File: src/rtl/csa_pipe.sv
// Pipelined carry-select adder/subtractor with valid/ready flow control.
// Each pipeline stage resolves WIDTH/STAGES result bits; pending operand bits ride along skewed.
module csa_pipe #(
    parameter int WIDTH  = 32,
    parameter int BLK    = 4,
    parameter int STAGES = 2
) (
    input  logic             clk,
    input  logic             rst_n,
    input  logic             in_valid,
    output logic             in_ready,
    input  logic [WIDTH-1:0] a,
    input  logic [WIDTH-1:0] b,
    input  logic             cin,
    input  logic             sub,
    output logic             out_valid,
    input  logic             out_ready,
    output logic [WIDTH-1:0] sum,
    output logic             cout,
    output logic             ovf
);

    localparam int SW = WIDTH / STAGES;
    localparam int NB = SW / BLK;

    logic             advance;
    logic [WIDTH-1:0] b_eff;
    logic             c0;

    // One global stall: a held output freezes the entire pipe, bubbles included.
    assign advance  = !out_valid || out_ready;
    assign in_ready = advance;

    assign b_eff = sub ? ~b : b;
    assign c0    = sub ? ~cin : cin;

    genvar s, j;
    for (s = 0; s < STAGES; s++) begin : g_st
        localparam int HI = WIDTH - s * SW;

        logic [HI-1:0]         a_in;
        logic [HI-1:0]         bx_in;
        logic                  c_in;
        logic                  v_in;
        logic [SW-1:0]         sl_sum;
        logic [NB:0]           bc;
        logic [(s+1)*SW-1:0]   sum_d;
        logic [(s+1)*SW-1:0]   sum_q;
        logic                  vld_q;
        logic                  c_q;

        if (s == 0) begin : g_first
            assign a_in  = a;
            assign bx_in = b_eff;
            assign c_in  = c0;
            assign v_in  = in_valid;
            assign sum_d = sl_sum;
        end else begin : g_next
            assign a_in  = g_st[s-1].g_mid.a_q;
            assign bx_in = g_st[s-1].g_mid.bx_q;
            assign c_in  = g_st[s-1].c_q;
            assign v_in  = g_st[s-1].vld_q;
            assign sum_d = {sl_sum, g_st[s-1].sum_q};
        end

        assign bc[0] = c_in;

        for (j = 0; j < NB; j++) begin : g_blk
            logic [BLK:0] r0;
            logic [BLK:0] r1;

            assign r0 = {1'b0, a_in[j*BLK +: BLK]} + {1'b0, bx_in[j*BLK +: BLK]};
            assign r1 = {1'b0, a_in[j*BLK +: BLK]} + {1'b0, bx_in[j*BLK +: BLK]}
                      + {{BLK{1'b0}}, 1'b1};

            assign sl_sum[j*BLK +: BLK] = bc[j] ? r1[BLK-1:0] : r0[BLK-1:0];
            assign bc[j+1]              = bc[j] ? r1[BLK]     : r0[BLK];
        end

        always_ff @(posedge clk or negedge rst_n) begin
            if (!rst_n) begin
                vld_q <= 1'b0;
                c_q   <= 1'b0;
                sum_q <= '0;
            end else if (advance) begin
                vld_q <= v_in;
                c_q   <= bc[NB];
                sum_q <= sum_d;
            end
        end

        if (s < STAGES - 1) begin : g_mid
            logic [HI-SW-1:0] a_q;
            logic [HI-SW-1:0] bx_q;

            always_ff @(posedge clk or negedge rst_n) begin
                if (!rst_n) begin
                    a_q  <= '0;
                    bx_q <= '0;
                end else if (advance) begin
                    a_q  <= a_in[HI-1:SW];
                    bx_q <= bx_in[HI-1:SW];
                end
            end
        end else begin : g_last
            logic ovf_q;

            // Carry into the MSB is recovered as a ^ b' ^ sum at that bit.
            always_ff @(posedge clk or negedge rst_n) begin
                if (!rst_n) begin
                    ovf_q <= 1'b0;
                end else if (advance) begin
                    ovf_q <= a_in[HI-1] ^ bx_in[HI-1] ^ sl_sum[SW-1] ^ bc[NB];
                end
            end
        end
    end

    assign out_valid = g_st[STAGES-1].vld_q;
    assign sum       = g_st[STAGES-1].sum_q;
    assign cout      = g_st[STAGES-1].c_q;
    assign ovf       = g_st[STAGES-1].g_last.ovf_q;

endmodule

File: config.mk
export PLATFORM = sky130hd
export DESIGN_NAME = csa_pipe
export DESIGN_NICKNAME = d
export VERILOG_FILES = /design/src/rtl/csa_pipe.sv
export SDC_FILE = /design/constraint.sdc
export NUM_CORES = 1
export LEC_CHECK = 0
export BUFFER_PORTS_ARGS = -buffer_cell sky130_fd_sc_hd__buf_2
export CAP_MARGIN = 40
export CORE_UTILIZATION = 50
export DETAILED_ROUTE_END_ITERATION = 10
export PLACE_DENSITY = 0.89
export SYNTH_ARGS = -nofsm -noshare
export SYNTH_HDL_FRONTEND = slang
export SYNTH_SLANG_ARGS = --single-unit
File: constraint.sdc
create_clock -name clk -period 3.65 [get_ports clk]
set_clock_uncertainty 0.15 [all_clocks]
set_input_delay 0.1825 -clock clk [delete_from_list [all_inputs] [get_ports clk]]
set_output_delay 0.1825 -clock clk [all_outputs]
set_load 0.01 [all_outputs]
==> metrics.yaml <==
clock_tree:
  cts_tree: "built"
  ctsRootBufferMaster: "clkbuf_8"
  clock-sinks: 85
  cts_buffers: 9
  cts_max_level: 3
  clk_pin_slew_ps: 80
  clock_tree.buffer_depth: 2
  clock_latency_ps: 360
power:
  seq_power_share: 0.383
  intPower_mw: 2.32
  pwr_density_cell_nw_per_um2: 566
  combPwrFrac: 0.424
  cellLeakagePower_nw: 3.21
  p_clk_frac: 0.193
  p_sw_frac: 0.373
  peakVddDrop_v: 0.000332
  p_sw_mw: 1.38
logic_synthesis:
  syn_area_per_cell_sq_um: 9.15
  ys_ff_latch: 85
  synth_fp_nets: 692
  synth_ff_type: "dfrtp_1"
  post_synth_instance_area_sq_um: 5250
  synthCells: 574
  synth_edf_count: 0
  synth_warnings: 0
  yosysUniqueCellTypes: 47
  synth_async_sr_flop_share: 1.00
  seq_area_frac_synth: 0.405
timing:
  holdWs_ps: 28.6
  period_share: 0.985
  min_period_ps: 3590
  drv_slew: 0
  setup_violations: 0
  fmax_mhz: 278
  layout_setup_ws_ps: 55.7
  slew-limit-headroom: 0.382
  hold_viol_final: 0
  worst_slew_pin_slew_ps: 928
finish:
  antenna_cells: 0
  layout.nets: 826
  finish.utilization: 0.638
  stdcell_area_sq_um: 6530
  drive_gt1_frac: 0.206
  seqCellArea_sq_um: 2130
  area_delta_synth_final_pct: 24.2
  multiInputGateArea_sq_um: 2990
  nFillCells: 791
critical_path:
  cp_num_buf_inv: 0
  critPathMaxFanout: 4
  crit_path_cell_trace: "ha_2, fa_1, ha_2, nand3_2, or4b_4, and4_2, a41oi_4, a21oi_4, nand4_2, xor3_1, a21oi_1"
  cp.required_ps: 3780
  critical_path_class: "reg2reg"
  critPathTopFamily: "simple AND/OR/NAND/NOR gates"
  startpoint_type: "flop"
  crit_arrival_ps: 3720
  cp_slowest_cell: "or4b_4"
  slowest_delay_ps: 580
  end_kind: "flop"
  cp_common_cell: "ha_2"
floorplanning:
  dieWidth_um: 104
  start_util: 0.513
  die-height_um: 104
  die-area_sq_um: 10900
  placementRows: 37
  ios: 106
  design.core.area_sq_um: 10200
global_routing:
  track_usage: 0.231
  antenna_found_initial: 0
  grt-ovfl-total: 0
  grt_max_degree: 103
  grt_pass1_vias: 4581
  grt_pass1_wl_um: 20200
detailed_routing:
  post-route-drc-count: 0
  routed_wl_um: 12200
  routedWlPerCell_um: 14.4
  vias: 4389
  drtIter0Drc: 242
  firstDrtPassIters: 5
  ant_nets: 0
  via_per_inst: 5.17
status:
  status: "completed"
worst_hold_path:
  hold_class: "in2reg"
placement:
  globalplace.congestion: 0.824
  hpwl_um: 8330
  pre_cts_ws_ps: -35.0
  dpl_cell_area_sq_um: 5930
  port_buffers: 105
job:
  max-cap-violations: 0
## path summary, 6_finish.rpt
| kind | depth (start not counted) | startpoint | end | slack (ps) |
|---|---|---|---|---|
| hold reg to reg | 1 | g_st[0].vld_q | out_valid | 320 |
| max in group asynchronous | 3 | rst_n | g_st[0].sum_q[6] | 2520 |
| min in group asynchronous | 2 | rst_n | g_st[0].g_mid.bx_q[6] | 210 |
| setup / recovery | 11 | g_st[0].g_mid.a_q[0] | ovf | 60 |
| setup reg to reg | 11 | g_st[0].g_mid.a_q[0] | ovf | 60 |
| hold / removal | 3 | b[16] | g_st[0].g_mid.bx_q[0] | 30 |
## Yosys cell counts, types with 3 or more instances
master / count / area (sq um)
xnor2_1: 45 / 394
nand2b_1: 6 / 37.5
ha_1: 40 / 500
nand3_1: 7 / 35.0
a21o_1: 12 / 90.1
clkbuf_1: 14 / 52.6
nand2_1: 144 / 541
nor2_1: 26 / 97.6
mux2i_1: 8 / 80.1
a21oi_1: 31 / 155
xor2_1: 32 / 280
o21ai_0: 36 / 180
buf_1: 7 / 26.3
nand4_1: 5 / 31.3
nor2b_1: 4 / 25.0
fa_1: 8 / 160
nor3_1: 4 / 20.0
dfrtp_1: 85 / 2130
mux2_2: 3 / 33.8
and3_1: 3 / 18.8
inv_1: 26 / 97.6
## logic make-up after synthesis
family / synth area share
adder cells (fa/ha/maj): 0.126
XOR/XNOR: 0.136
AND/OR/NAND/NOR: 0.170
buffers and inverters: 0.0362
flip-flops: 0.405
multiplexers: 0.0217
AO/OA/AOI/OAI: 0.105
## worst register-to-register path: stages (launching register included)
cell and delay, ps:
dfrtp_1 400, ha_2 200, fa_1 570, ha_2 230
nand3_2 110, or4b_4 580, and4_2 260, a41oi_4 240
a21oi_4 110, nand4_2 110, xor3_1 410, a21oi_1 160
## metrics by stage
step	TNS, ps	total power [mW]	cells
6_report	0	3.69	849
5_1_grt	-40.0	3.94	849
4_1_cts	0	3.67	848
3_5_place_dp	-54.7	2.92	799
3_3_place_gp	0	2.82	798
2_1_floorplan	0	2.42	574
## layout make-up
cell class,instances,area share
clock buffers,12,0.0207
repair buffers,146,0.143
inverters,27,0.0155
flip-flops and latches,85,0.326
multi-input cells,439,0.458
clock inverters,4,0.0111
well taps,136,0.0261
## routing by layer
layer,GRT usage,vias up,share of wire,wire [um]
met4,0.0776,0,0.014,170
met3,0.0464,16,0.052,629
met2,0.426,146,0.53,6400
met5,0,-,0,0
met1,0.264,2075,0.41,4990
li1,-,2152,-,-
## layout by cell type, fill, tap and decap left out, types with 3 or more instances in the layout
cell type	n
dfrtp_1	85
clkbuf_1	3
xor2_1	32
nand3_1	6
mux2_2	3
clkbuf_8	9
nand2_1	144
nor3_1	4
nand2b_1	6
ha_1	38
mux2i_1	7
inv_1	26
and3_1	3
dlygate4sd3_1	33
a21oi_1	31
nor2b_1	3
fa_1	8
o21ai_0	36
nand4_1	5
nor2_1	26
a21o_1	12
xnor2_1	45
buf_4	8
buf_2	104
## power by group through the flow
stage / clock network [mW] / logic (mW) / registers [mW]
3_3_place_gp: 0 / 1.41 / 1.41
6_report: 0.711 / 1.57 / 1.42
4_1_cts: 0.731 / 1.53 / 1.41
3_5_place_dp: 0 / 1.49 / 1.43
2_1_floorplan: 0 / 0.956 / 1.47
5_1_grt: 0.768 / 1.73 / 1.44
## sequential cells by signal, summed over array words and instances, names as in the netlist
register and cells:
cout 1, g_st.c_q 1, g_st.g_mid.a_q 16, g_st.g_mid.bx_q 16
g_st.sum_q 16, g_st.vld_q 1, out_valid 1, ovf 1
sum 32
## repair_timing
| item | in CTS | in global routing |
|---|---|---|
| resized for setup | 1 | 7 |
| endpoints found under the setup margin | 1 | 1 |
| hold buffers | 33 | 0 |
| hold endpoints to repair | 75 | 0 |
| buffers inserted | 0 | 1 |
| pin swaps | 0 | 6 |
No activity file was read; power rests on OpenSTA's default activity.
